## config.mk

```make
export PLATFORM = sky130hd
export DESIGN_NAME = i2c_target
export DESIGN_NICKNAME = d
export VERILOG_FILES = /design/src/rtl/i2c_target.sv
export SDC_FILE = /design/constraint.sdc
export NUM_CORES = 1
export LEC_CHECK = 0
export ABC_AREA = 1
export CAP_MARGIN = 20
export CORE_ASPECT_RATIO = 1.75
export CORE_MARGIN = 1
export CORE_UTILIZATION = 46
export CTS_BUF_LIST = sky130_fd_sc_hd__clkbuf_2
export DETAILED_ROUTE_END_ITERATION = 12
export MAX_ROUTING_LAYER = met4
export PLACE_DENSITY = 0.67
export SETUP_SLACK_MARGIN = 0.05
export SKIP_CTS_REPAIR_TIMING = 1
export SLEW_MARGIN = 20
export SYNTH_ARGS = -nofsm -noshare
export SYNTH_HDL_FRONTEND = slang
export SYNTH_SLANG_ARGS = --single-unit
```

## constraint.sdc

```tcl
create_clock -name clk -period 2 [get_ports clk]
set_clock_uncertainty 0.05 [all_clocks]
set_input_delay 0.2 -clock clk [delete_from_list [all_inputs] [get_ports clk]]
set_output_delay 0.2 -clock clk [all_outputs]
set_load 0.01 [all_outputs]
```

## src/rtl/i2c_target.sv

```systemverilog
// I2C target: filtered SCL/SDA, START/STOP detect, 7-bit address match, byte strobes out/in.
// Latency: sync 2 + filter FILT+1 clk to events, outputs registered; backpressure: SCL stretched until tx_stb.
module i2c_target #(
    parameter logic [6:0] ADDR = 7'h50,
    parameter int         FILT = 2
) (
    input  logic       clk,
    input  logic       rst_n,
    input  logic       scl_i,
    input  logic       sda_i,
    output logic       scl_oe,
    output logic       sda_oe,
    output logic [7:0] rx_data,
    output logic       rx_stb,
    output logic       rx_first,
    output logic       tx_req,
    input  logic [7:0] tx_data,
    input  logic       tx_stb,
    output logic       start_stb,
    output logic       stop_stb,
    output logic       busy
);
    localparam int CW = (FILT < 1) ? 1 : $clog2(FILT + 1);

    typedef enum logic [3:0] {
        IDLE, ADDR_S, ADDR_ACK, WR_DATA, WR_ACK,
        RD_WAIT, RD_HOLD, RD_DATA, RD_ACK, IGNORE
    } state_t;

    logic [1:0]    scl_sync, sda_sync;
    logic          scl_f, sda_f, scl_d, sda_d;
    logic [CW-1:0] scl_cnt, sda_cnt;
    logic          scl_rise, scl_fall, sda_rise, sda_fall, start_ev, stop_ev;

    always_ff @(posedge clk or negedge rst_n) begin
        if (!rst_n) begin
            scl_sync <= 2'b11;
            sda_sync <= 2'b11;
            scl_f    <= 1'b1;
            sda_f    <= 1'b1;
            scl_d    <= 1'b1;
            sda_d    <= 1'b1;
            scl_cnt  <= '0;
            sda_cnt  <= '0;
        end else begin
            scl_sync <= {scl_sync[0], scl_i};
            sda_sync <= {sda_sync[0], sda_i};
            scl_d    <= scl_f;
            sda_d    <= sda_f;
            // A filtered line flips on the FILT+1-th consecutive differing sample.
            if (scl_sync[1] == scl_f) begin
                scl_cnt <= '0;
            end else if (scl_cnt == CW'(FILT)) begin
                scl_f   <= scl_sync[1];
                scl_cnt <= '0;
            end else begin
                scl_cnt <= scl_cnt + 1'b1;
            end
            if (sda_sync[1] == sda_f) begin
                sda_cnt <= '0;
            end else if (sda_cnt == CW'(FILT)) begin
                sda_f   <= sda_sync[1];
                sda_cnt <= '0;
            end else begin
                sda_cnt <= sda_cnt + 1'b1;
            end
        end
    end

    assign scl_rise = scl_f & ~scl_d;
    assign scl_fall = ~scl_f & scl_d;
    assign sda_rise = sda_f & ~sda_d;
    assign sda_fall = ~sda_f & sda_d;
    assign start_ev = sda_fall & scl_f;
    assign stop_ev  = sda_rise & scl_f;

    state_t     state, state_n;
    logic [3:0] bit_cnt, cnt_n;
    logic [7:0] shreg, sh_n, rx_data_n;
    logic       rw, rw_n, first, first_n;
    logic       sda_oe_n, scl_oe_n, tx_req_n, busy_n, rx_stb_n, rx_first_n, start_n, stop_n;

    always_ff @(posedge clk or negedge rst_n) begin
        if (!rst_n) begin
            state     <= IDLE;
            bit_cnt   <= '0;
            shreg     <= '0;
            rw        <= 1'b0;
            first     <= 1'b0;
            sda_oe    <= 1'b0;
            scl_oe    <= 1'b0;
            tx_req    <= 1'b0;
            busy      <= 1'b0;
            rx_data   <= '0;
            rx_stb    <= 1'b0;
            rx_first  <= 1'b0;
            start_stb <= 1'b0;
            stop_stb  <= 1'b0;
        end else begin
            state     <= state_n;
            bit_cnt   <= cnt_n;
            shreg     <= sh_n;
            rw        <= rw_n;
            first     <= first_n;
            sda_oe    <= sda_oe_n;
            scl_oe    <= scl_oe_n;
            tx_req    <= tx_req_n;
            busy      <= busy_n;
            rx_data   <= rx_data_n;
            rx_stb    <= rx_stb_n;
            rx_first  <= rx_first_n;
            start_stb <= start_n;
            stop_stb  <= stop_n;
        end
    end

    always_comb begin
        state_n    = state;
        cnt_n      = bit_cnt;
        sh_n       = shreg;
        rw_n       = rw;
        first_n    = first;
        sda_oe_n   = sda_oe;
        scl_oe_n   = scl_oe;
        tx_req_n   = tx_req;
        busy_n     = busy;
        rx_data_n  = rx_data;
        rx_stb_n   = 1'b0;
        rx_first_n = 1'b0;
        start_n    = 1'b0;
        stop_n     = 1'b0;
        if (start_ev || stop_ev) begin
            sda_oe_n = 1'b0;
            scl_oe_n = 1'b0;
            tx_req_n = 1'b0;
            busy_n   = 1'b0;
            start_n  = start_ev;
            stop_n   = stop_ev;
            cnt_n    = '0;
            state_n  = start_ev ? ADDR_S : IDLE;
        end else begin
            case (state)
                ADDR_S, WR_DATA: begin
                    if (scl_rise && bit_cnt != 4'd8) begin
                        sh_n  = {shreg[6:0], sda_f};
                        cnt_n = bit_cnt + 4'd1;
                    end else if (scl_fall && bit_cnt == 4'd8) begin
                        if (state == WR_DATA) begin
                            rx_stb_n   = 1'b1;
                            rx_data_n  = shreg;
                            rx_first_n = first;
                            first_n    = 1'b0;
                            sda_oe_n   = 1'b1;
                            state_n    = WR_ACK;
                        end else if (shreg[7:1] == ADDR) begin
                            sda_oe_n = 1'b1;
                            busy_n   = 1'b1;
                            rw_n     = shreg[0];
                            state_n  = ADDR_ACK;
                        end else begin
                            state_n = IGNORE;
                        end
                    end
                end
                ADDR_ACK, WR_ACK: begin
                    if (scl_fall) begin
                        sda_oe_n = 1'b0;
                        cnt_n    = '0;
                        if (state == ADDR_ACK && rw) begin
                            scl_oe_n = 1'b1;
                            tx_req_n = 1'b1;
                            state_n  = RD_WAIT;
                        end else begin
                            first_n = (state == ADDR_ACK);
                            state_n = WR_DATA;
                        end
                    end
                end
                RD_WAIT: begin
                    if (tx_stb && tx_req) begin
                        sh_n     = tx_data;
                        sda_oe_n = ~tx_data[7];
                        tx_req_n = 1'b0;
                        cnt_n    = 4'd1;
                        state_n  = RD_HOLD;
                    end
                end
                RD_HOLD: begin
                    scl_oe_n = 1'b0;
                    state_n  = RD_DATA;
                end
                RD_DATA: begin
                    if (scl_fall) begin
                        if (bit_cnt == 4'd8) begin
                            sda_oe_n = 1'b0;
                            cnt_n    = '0;
                            state_n  = RD_ACK;
                        end else begin
                            sda_oe_n = ~shreg[6];
                            sh_n     = {shreg[6:0], 1'b0};
                            cnt_n    = bit_cnt + 4'd1;
                        end
                    end
                end
                RD_ACK: begin
                    // bit_cnt=1 records that the host ACKed this byte.
                    if (scl_rise) begin
                        if (sda_f) begin
                            busy_n  = 1'b0;
                            state_n = IGNORE;
                        end else begin
                            cnt_n = 4'd1;
                        end
                    end else if (scl_fall && bit_cnt == 4'd1) begin
                        scl_oe_n = 1'b1;
                        tx_req_n = 1'b1;
                        state_n  = RD_WAIT;
                    end
                end
                default: ;
            endcase
        end
    end
endmodule
```

==> metrics.md <==
| Metric | Value |
|---|---|
| Max-slew violation count | 0 |
| Syn Std Cell Area | 2780 um2 |
| Status | complete, no violations |
| Inserted Clock Buffers | 5 |
| Max VDD drop | 0.955 mV |
| Buf/Inv on CP | 3 |
| DRT Pass-1 Iters | 4 |
| Slowest CP cell | dfstp_2 |
| Clock share of power | 9.6% |
| Area grow syn2layout | 24.2% |
| Die width | 60.8 um |
| DR vias/cell | 5.14 |
| Final TNS setup | 0 ns |
| # H-tree levels | 2 |
| Antenna fix cells | 0 |
| Core area | 5880 um2 |
| Largest net degree at the start of global routing | 27 |
| CP startpoint kind | register |
| Rel. slew slack | 61.6% |
| Worst hold path type | input pin to register |
| Final min period | 1.93 ns |
| Clk_lat worst skew | 0.44 ns |
| RSZ-0062 raised after global routing | true |
| Static leakage | 1.76 nW |
| Total net switching power | 2.78 mW |
| Initial Utilization | 47.4% |
| Worst Setup Path Type | register to register |
| Critical path peak fanout | 6 |
| Die area | 6380 um2 |
| Non-Filler Instances | 517 |
| Total grt overflow | 0 |
| Clock slew at reported path FFs | 0.25 ns |
| Crit share post-route | 96.6% |
| Root Buffer | clkbuf_2 |
| Most common cell after layout, fill and taps aside | nand2_1 |
| Distinct cells, synth | 30 |
| Pwr Density | 1620 nW/um2 |
| Crit-path leading delay family | flip-flops |
| Final Wtd Congestion | 0.977 |
| Ports | 29 |
| CTS sink cnt | 46 |
| Net switching fraction of the power | 49.5% |
| Row count | 37 |
| Max incr delay on CP | 0.67 ns |
| Register bit count reported by yosys | 46 |
| Gate power share | 63.1% |
| DP Cell Count | 490 |
| Power Total | 5.61 mW |
| Max Clk Rate | 0.517 GHz |
| Clock Path Buffers | 2 |
| Final setup violation count | 0 |
| GRT Overall Usage | 26.8% |
| First-pass GRT wire length | 12100 um |
| Final hold violation count | 0 |
| DRC | 0 |
| Synth Net Count | 396 |
| Routed Antenna Nets | 0 |
| Die Y | 105 um |
| Worst EP required | 2.29 ns |
| Commonest cells after routing, fill and taps aside | nand2_1, nor2_1, inv_1, dfrtp_1 |
| Number of global-route vias before repair | 2555 |
| Reg power frac | 27.3% |
| Cells along the critical path | buf_2, nand2_1, inv_2, nand3_2, nand2_2, nand4_4, buf_4, nand2_1, o21ai_2 |
| Post-DP HPWL | 5650 um |
| DR vias | 2658 |
| Worst slew pin tran | 0.576 ns |
| Fin nets | 454 |
| Sequential-to-total area share from yosys stat | 41.7% |
| Initial antenna violation count | 0 |
| Post-DR wirelength/cell | 14.6 um |
| Fin area | 3460 um2 |
| Final WL | 7540 um |
| Post-DP Area | 3180 um2 |
| CTS tree | done |
| Gate count after technology mapping | 380 |
| Worst setup EP type | register |
| Yosys warning total | 0 |
| P_int | 2.84 mW |
| DR iter-0 viols | 154 |
| Top cell by count, worst path | nand2_1 |
| Avg Cell Area, Syn | 7.33 um2 |
| Maxcap violations | 0 |
| CP arrival | 2.22 ns |
| I/O Buffers | 28 |
| Hold slack | 0.0980 ns |
| Share of layout cells above drive strength 1 | 23.9% |
-- stage by stage --
step	utilization [%]	setup slack, ns
floorplan	-	0.354
global placement	54.1	0.0229
detailed placement	54.1	0.0350
CTS	55.2	-0.0250
global route	58.8	-0.0212
finish	58.8	0.0672
-- power by group through the flow --
stage | registers [mW] | clock network (mW) | logic [mW]
after floorplan | 1.48 | 0 | 2.24
after global placement | 1.53 | 0 | 3.01
after detailed placement | 1.54 | 0 | 3.03
after CTS | 1.52 | 0.567 | 3.03
after global routing | 1.57 | 0.598 | 3.94
final | 1.53 | 0.540 | 3.54
-- Yosys cell counts (all sizes together) --
library cell	count	area, um2
clkbuf	1	3.75
dfrtp	38	951
inv	41	154
clkinv	1	5.00
a22oi	1	7.51
nor2	63	279
nand2	134	546
nor3	7	35.0
a21oi	5	28.8
nand3	29	160
buf	6	57.6
xnor2	2	17.5
nand4	3	33.8
dfstp	8	210
ha	3	37.5
nand3b	3	22.5
o21ai	33	218
xor2	2	17.5
-- cells by family (layout without fill, tap and decap cells) --
logic type                 count (synthesis)  count (layout)  synth area share (%)
adders and majority gates                  3               3                  1.35
buffers and inverters                     49             108                  7.91
DFF                                       46              46                  41.7
xor gates and xnor gates                   4               4                  1.26
and+or+nand+nor                          239             239                  38.7
AOI/OAI and AO/OA                         39              39                  9.12
-- worst paths after layout --
kind | startpoint | endpoint | slack (ns) | cells after the start
setup / recovery | scl_f | shreg[1] | 0.07 | 9
hold / removal | scl_i | scl_sync[0] | 0.1 | 1
setup reg to reg | scl_f | shreg[1] | 0.07 | 9
hold reg to reg | sda_sync[0] | sda_sync[1] | 0.33 | 0
max in group asynchronous | rst_n | rx_stb | 1.07 | 3
min in group asynchronous | rst_n | busy | 0.19 | 2
-- final cells by class --
type | instances | area [um2]
repair buffers | 58 | 513
clock inverters | 3 | 43.8
well taps | 78 | 97.6
fillers | 575 | 2420
flip-flops and latches | 46 | 1160
clock buffers | 5 | 25.0
multi-input cells | 285 | 1450
inverters | 42 | 161
-- registers in the layout (all words and copies together) (netlist names), 2 cells and up --
signal / cells
scl_sync: 2
bit_cnt: 4
sda_sync: 2
shreg: 8
scl_cnt: 2
state: 4
rx_data: 8
sda_cnt: 2
-- worst register-to-register path: stages (launching register included) --
cell     delay, ns
dfstp_2       0.67
buf_2         0.19
nand2_1       0.15
inv_2         0.12
nand3_2       0.10
nand2_2       0.09
nand4_4       0.16
buf_4         0.19
nand2_1       0.06
o21ai_2       0.05
-- routing by layer --
metal | track usage, % | part of all wire [%] | vias up | wire [um]
met5 | - | 0 | - | 0
met4 | 18.7 | 8.6 | 0 | 651
met3 | 3.96 | 3.8 | 54 | 286
met2 | 41.6 | 49 | 101 | 3710
met1 | 30.5 | 38 | 1200 | 2890
li1 | - | - | 1303 | -
(Power assumes the default switching activity.)
